==> src/rtl/sprite_arb_pkg.sv <==
// sprite_arb_pkg
// Shared definitions for the sprite ROM arbiter slice.
//   NUM_REQ_DEF : default number of pixel requesters
//   ID_W        : width of a requester id for the default configuration
//   req_id_t    : requester id type
//   REQ_*       : fixed requester indices in the video path
package sprite_arb_pkg;

  localparam int NUM_REQ_DEF = 4;
  localparam int ID_W        = $clog2(NUM_REQ_DEF);

  typedef logic [ID_W-1:0] req_id_t;

  // Index 0 is the background path and always has fixed priority.
  localparam req_id_t REQ_BG   = req_id_t'(0);
  localparam req_id_t REQ_PADL = req_id_t'(1);
  localparam req_id_t REQ_PADR = req_id_t'(2);
  localparam req_id_t REQ_BALL = req_id_t'(3);

endpackage

==> src/rtl/sprite_rom_arbiter_rr_pick.sv <==
// rr_pick
// Combinational round-robin one-hot picker. Searches the request vector
// starting at index ptr, wrapping at N back to 0, and grants the first
// set bit found.
//   req : request vector (N bits)
//   ptr : search start index ($clog2(N) bits), must be < N
//   gnt : one-hot grant, zero when req is zero
module rr_pick
  import sprite_arb_pkg::*;
#(
  parameter int N  = 4,
  parameter int PW = $clog2(N)
) (
  input  logic [N-1:0]  req,
  input  logic [PW-1:0] ptr,
  output logic [N-1:0]  gnt
);

  logic [PW:0] idx;
  logic        found;

  // Walk N positions from ptr; the wrap is an explicit compare/subtract so
  // non-power-of-two N works without a modulo.
  always_comb begin
    gnt   = '0;
    found = 1'b0;
    idx   = '0;
    for (int k = 0; k < N; k++) begin
      idx = {1'b0, ptr} + (PW+1)'(k);
      if (idx >= (PW+1)'(N)) begin
        idx = idx - (PW+1)'(N);
      end
      if (!found && req[idx[PW-1:0]]) begin
        gnt[idx[PW-1:0]] = 1'b1;
        found            = 1'b1;
      end
    end
  end

endmodule

==> src/rtl/sprite_rom_arbiter.sv <==
// sprite_rom_arbiter
// Shares the single synchronous sprite ROM read port between the
// background, paddle and ball pixel requesters. One request is granted per
// cycle; the winner's address is registered to the ROM and the returned
// palette index is registered one cycle later, tagged with the requester id.
//
// Ports:
//   vga_clk     : pixel clock, rising-edge state updates
//   reset_n     : asynchronous active-low reset
//   req         : per-requester request
//   req_addr    : flattened addresses, requester i at [i*ADDR_W +: ADDR_W]
//   gnt         : combinational one-hot grant
//   rom_address : registered ROM address (ROM samples on falling edge)
//   rom_q       : ROM data, valid before the next rising edge
//   rsp_valid   : response valid
//   rsp_id      : requester the response belongs to
//   rsp_data    : ROM data for that requester
//
// Optional build macro SPRITE_ARB_STARVE_GUARD_EN adds per-requester wait
// counters so that requesters 1..NUM_REQ-1 cannot be starved forever by the
// background path.
module sprite_rom_arbiter
  import sprite_arb_pkg::*;
#(
  parameter int NUM_REQ      = NUM_REQ_DEF,
  parameter int ADDR_W       = 19,
  parameter int DATA_W       = 3,
  parameter int STARVE_LIMIT = 15
) (
  input  logic                       vga_clk,
  input  logic                       reset_n,
  input  logic [NUM_REQ-1:0]         req,
  input  logic [NUM_REQ*ADDR_W-1:0]  req_addr,
  output logic [NUM_REQ-1:0]         gnt,
  output logic [ADDR_W-1:0]          rom_address,
  input  logic [DATA_W-1:0]          rom_q,
  output logic                       rsp_valid,
  output logic [$clog2(NUM_REQ)-1:0] rsp_id,
  output logic [DATA_W-1:0]          rsp_data
);

  localparam int IDW = $clog2(NUM_REQ);

  if (NUM_REQ < 2 || NUM_REQ > 8) begin : g_bad_num_req
    $error("sprite_rom_arbiter: NUM_REQ must be in 2..8");
  end
  if (STARVE_LIMIT < 1) begin : g_bad_starve_limit
    $error("sprite_rom_arbiter: STARVE_LIMIT must be at least 1");
  end

  logic [IDW-1:0]     rr_ptr;
  logic [NUM_REQ-1:0] rr_req;
  logic [NUM_REQ-1:0] rr_gnt;
  logic [IDW-1:0]     win_id;
  logic [ADDR_W-1:0]  win_addr;
  logic               xfer;
  logic               s1_valid;
  logic [IDW-1:0]     s1_id;

  // The round-robin picker only ever sees requesters 1..NUM_REQ-1; bit 0 is
  // masked so the wrap from the top index lands back on 1.
  assign rr_req = req & ~NUM_REQ'(1);

  rr_pick #(
    .N (NUM_REQ)
  ) u_rr_pick (
    .req (rr_req),
    .ptr (rr_ptr),
    .gnt (rr_gnt)
  );

`ifdef SPRITE_ARB_STARVE_GUARD_EN
  localparam int CNT_W = $clog2(STARVE_LIMIT + 1);

  logic [CNT_W-1:0]   wait_cnt [1:NUM_REQ-1];
  logic [NUM_REQ-1:0] starved;
  logic [NUM_REQ-1:0] starve_gnt;

  // Count cycles each requester has been left waiting; saturate at the limit
  // and clear once it is served or stops asking.
  always_ff @(posedge vga_clk or negedge reset_n) begin
    if (!reset_n) begin
      for (int i = 1; i < NUM_REQ; i++) begin
        wait_cnt[i] <= '0;
      end
    end else begin
      for (int i = 1; i < NUM_REQ; i++) begin
        if (!req[i] || gnt[i]) begin
          wait_cnt[i] <= '0;
        end else if (wait_cnt[i] != CNT_W'(STARVE_LIMIT)) begin
          wait_cnt[i] <= wait_cnt[i] + CNT_W'(1);
        end
      end
    end
  end

  // Starved requesters beat everyone; the lowest starved index wins, which is
  // the lowest set bit of the starved vector.
  always_comb begin
    starved = '0;
    for (int i = 1; i < NUM_REQ; i++) begin
      starved[i] = req[i] && (wait_cnt[i] == CNT_W'(STARVE_LIMIT));
    end
    starve_gnt = starved & (~starved + NUM_REQ'(1));
  end
`endif

  // Grant: background has fixed priority, otherwise round-robin among the
  // rest. With the starvation guard a starved requester overrides both.
  always_comb begin
    if (req[0]) begin
      gnt = NUM_REQ'(1);
    end else begin
      gnt = rr_gnt;
    end
`ifdef SPRITE_ARB_STARVE_GUARD_EN
    if (|starved) begin
      gnt = starve_gnt;
    end
`endif
  end

  // Encode the one-hot grant into an id and select the winner's address.
  always_comb begin
    win_id = '0;
    for (int i = 0; i < NUM_REQ; i++) begin
      if (gnt[i]) begin
        win_id = IDW'(i);
      end
    end
  end

  assign xfer     = |gnt;
  assign win_addr = req_addr[win_id*ADDR_W +: ADDR_W];

  // Round-robin pointer moves just past a served requester 1..NUM_REQ-1;
  // background grants leave it alone.
  always_ff @(posedge vga_clk or negedge reset_n) begin
    if (!reset_n) begin
      rr_ptr <= IDW'(1);
    end else if (xfer && (win_id != IDW'(0))) begin
      if (win_id == IDW'(NUM_REQ - 1)) begin
        rr_ptr <= IDW'(1);
      end else begin
        rr_ptr <= win_id + IDW'(1);
      end
    end
  end

  // Stage 1: capture the winner. The ROM address only changes on a transfer
  // so the ROM input does not toggle while idle.
  always_ff @(posedge vga_clk or negedge reset_n) begin
    if (!reset_n) begin
      s1_valid    <= 1'b0;
      s1_id       <= '0;
      rom_address <= '0;
    end else begin
      s1_valid <= xfer;
      if (xfer) begin
        s1_id       <= win_id;
        rom_address <= win_addr;
      end
    end
  end

  // Stage 2: capture ROM data for the stage-1 access; id/data hold when idle.
  always_ff @(posedge vga_clk or negedge reset_n) begin
    if (!reset_n) begin
      rsp_valid <= 1'b0;
      rsp_id    <= '0;
      rsp_data  <= '0;
    end else begin
      rsp_valid <= s1_valid;
      if (s1_valid) begin
        rsp_id   <= s1_id;
        rsp_data <= rom_q;
      end
    end
  end

endmodule

==> config.mk <==
export PLATFORM = sky130hd
export DESIGN_NAME = sprite_rom_arbiter
export DESIGN_NICKNAME = d
export VERILOG_FILES = /design/src/rtl/sprite_arb_pkg.sv /design/src/rtl/sprite_rom_arbiter_rr_pick.sv /design/src/rtl/sprite_rom_arbiter.sv
export SDC_FILE = /design/constraint.sdc
export NUM_CORES = 1
export LEC_CHECK = 0
export CAP_MARGIN = 20
export CORE_MARGIN = 1.5
export CORE_UTILIZATION = 44
export CTS_CLUSTER_SIZE = 12
export DETAILED_ROUTE_END_ITERATION = 7
export MAX_ROUTING_LAYER = met4
export PLACE_DENSITY = 0.95
export SLEW_MARGIN = 15
export SYNTH_ARGS = -nofsm -noshare
export SYNTH_HDL_FRONTEND = slang
export SYNTH_SLANG_ARGS = --single-unit
==> constraint.sdc <==
create_clock -name vga_clk -period 5.1 [get_ports vga_clk]
set_input_delay 1.02 -clock vga_clk [delete_from_list [all_inputs] [get_ports vga_clk]]
set_output_delay 1.02 -clock vga_clk [all_outputs]
set_load 0.02 [all_outputs]
==> impl_metrics.env <==
export IMPL_status="finished, final reports clean"
export IMPL_vias_per_cell=6.024
export IMPL_period_minus_slack_ps=4528
export IMPL_leakage_nw=1.409
export IMPL_grt_pass1_wl_um=11250
export IMPL_dp_cells=411
export IMPL_layout_common_cells="clkdlybuf4s50_1, dfrtp_1, o21ai_0"
export IMPL_diodes=0
export IMPL_final_setup_viol_count=0
export IMPL_reg2reg_depth=11
export IMPL_hp_start="s1_id[1]"
export IMPL_grt_pass1_vias=2389
export IMPL_layout_cells_non_filler=419
export IMPL_wirelength_um=7498
export IMPL_fin_ws_ps=571.8
export IMPL_required_ps=4080
export IMPL_cts_tree="built"
export IMPL_fillers=437
export IMPL_hold_viol=0
export IMPL_area_growth_pct=51.81
export IMPL_total_power_w=0.001928
export IMPL_layout_commonest_cell="clkdlybuf4s50_1"
export IMPL_syn_area_um2=2321
export IMPL_drive_gt1_share_pct=11.46
export IMPL_powerDensity_nw_per_um2=547.3
export IMPL_timing_reg2reg_setup_slack_ps=980
export IMPL_row_count=26
export IMPL_synth_flop_cell="dfrtp_1"
export IMPL_ant_nets=0
export IMPL_core_area_um2=5107
export IMPL_rr_endpoint="rr_ptr[1]"
export IMPL_whs_path_depth=2
export IMPL_gp_congestion=0.9169
export IMPL_initial_utilization_pct=45.44
export IMPL_cts_buffers=5
export IMPL_relSlewSlack_pct=29.37
export IMPL_crit_path_start_kind="input port"
export IMPL_max_cap_violations=0
export IMPL_worstSetupPathType="in2out"
export IMPL_synth_cells=244
export IMPL_vias=2524
export IMPL_gr_total_overflow=0
export IMPL_hpwl_um=5328
export IMPL_syn_area_per_cell_um2=9.512
export IMPL_yosysSeqAreaShare_pct=32.40
export IMPL_drt_wirelength_per_cell_um=17.89
export IMPL_post_cts_buffers=0
export IMPL_async_flop_share_pct=100.0
export IMPL_die_h_um=75.63
export IMPL_nets=441
export IMPL_whs_ps=475.9
export IMPL_io_pins=114
export IMPL_syn_num_nets=337
export IMPL_hold_path_end="s1_id[1]"
export IMPL_ys_ff_latch=30
export IMPL_fmax_mhz=220.8
export IMPL_yosysWarnings=0
export IMPL_worst_pin_slew_ps=1059
export IMPL_finalMaxSlewViolations=0
export IMPL_vdd_drop_max_mv=0.2544
export IMPL_grtUsageTotal_pct=26.80
export IMPL_drtIter0Drc=149
export IMPL_cts_root_buf="clkbuf_8"
export IMPL_skew_ps=4.308
export IMPL_finalSetupTns_ps=0
export IMPL_htreeDepth=2
export IMPL_rsz0062_at_grt="false"
export IMPL_arrival_ps=3510
export IMPL_crit_path_end_kind="output pin"
export IMPL_drc_errors=0
export IMPL_hp_class="reg2reg"
export IMPL_fin_crit_sh_pct=88.79
export IMPL_clk_path_buf_depth=2
export IMPL_clk_pin_slew_ps=70
export IMPL_synth_edf_count=0
export IMPL_place_worst_setup_slack_ps=609.1
export IMPL_ctsResizeCount=0
export IMPL_dr_pass1_iters=4
export IMPL_cts_sinks=30
export IMPL_cts_hold_buf=0
export IMPL_ys_types=47
export IMPL_critPathMaxFanout=8
export IMPL_insertion_delay_ps=270
export IMPL_numPortBuffers=113
export IMPL_fp_dieArea_um2=5720
export IMPL_grt_max_degree=38
export IMPL_die_x_um=75.63
export IMPL_grt_antenna_before_repair=0
export IMPL_r2r_start="rr_ptr[0]"
kinds of logic after synthesis:
group	Yosys count	share of synthesized area, %
buf+inv	27	7.547
compound gates	115	36.98
simple gates	54	13.96
mux	10	4.798
flops	30	32.40
fa+ha+maj	8	4.313
synth_stat cells (2+ instances only):
| library cell | count | area, um2 |
|---|---|---|
| nor3_1 | 2 | 10.01 |
| nor2_1 | 3 | 11.26 |
| a211oi_1 | 12 | 90.09 |
| a211oi_2 | 8 | 100.1 |
| a21oi_1 | 2 | 10.01 |
| buf_2 | 8 | 40.04 |
| mux2i_1 | 4 | 40.04 |
| or3b_1 | 2 | 17.52 |
| inv_1 | 5 | 18.77 |
| nand4_1 | 2 | 12.51 |
| and3_1 | 19 | 118.9 |
| nand3_1 | 2 | 10.01 |
| nand2_1 | 11 | 41.29 |
| nand3b_1 | 5 | 37.54 |
| ha_1 | 8 | 100.1 |
| dfrtp_1 | 29 | 725.7 |
| clkbuf_1 | 6 | 22.52 |
| o21ai_1 | 19 | 95.09 |
| a41oi_1 | 19 | 166.4 |
| mux2_2 | 5 | 56.30 |
| and2_1 | 2 | 12.51 |
| buf_6 | 7 | 78.83 |
| o21ai_0 | 21 | 105.1 |
| a21boi_0 | 20 | 150.1 |
how the worst max path moves through the flow:
stage,slack (ps),to,from
floorplan,1490,gnt[2],rr_ptr[0]
global route,440,gnt[3],req[3]
detailed placement,610,gnt[1],req[3]
CTS,600,gnt[1],req[3]
global placement,650,gnt[1],req[3]
finish,570,gnt[1],req[3]
critical path, stage by stage:
cell	delay, ps
clkdlybuf4s50_1	570
or3b_1	380
a211oi_2	400
o21a_1	210
o31a_1	280
clkdlybuf4s50_1	650
state kept, by name (all words and copies together), names as in the netlist:
name,cells
s1_valid,1
rsp_data,3
rom_address,19
s1_id,2
rsp_valid,1
rr_ptr,2
rsp_id,2
report_power, final:
part	internal, W	total [W]	switching [W]	leakage [nW]
logic	0.000548	0.00129	0.000739	1.01
clock network	0.000108	0.000201	0.0000930	0.0472
registers	0.000360	0.000440	0.0000803	0.350
total	0.00102	0.00193	0.000912	1.41
stage by stage:
step / cell area (um2) / utilization (%)
2_1_floorplan: 2321 / -
3_3_place_gp: 3428 / 67.12
3_5_place_dp: 3428 / 67.12
4_1_cts: 3523 / 68.99
5_1_grt: 3523 / 68.99
6_report: 3523 / 68.99
cell type report:
cell class                      count  area, um2  area share, %
Clock buffer                        6      82.58          2.344
Clock inverter                      2      12.51         0.3551
Inverter                            5      18.77         0.5327
Multi-Input combinational cell    187       1394          39.56
Sequential cell                    30      752.0          21.34
Tap cell                           70      87.58          2.486
Timing Repair Buffer              119       1176          33.38
per-layer routing:
metal  part of all wire [%]  GRT usage (%)  up-vias  wire (um)
met4                   0.99          7.341        0         74
met5                      0              -        -          0
met2                     51          46.20      142       3822
li1                       -              -     1158          -
met1                     40          31.74     1210       2962
met3                    8.5          5.556       14        639
No activity file was read; power rests on OpenSTA's default activity.
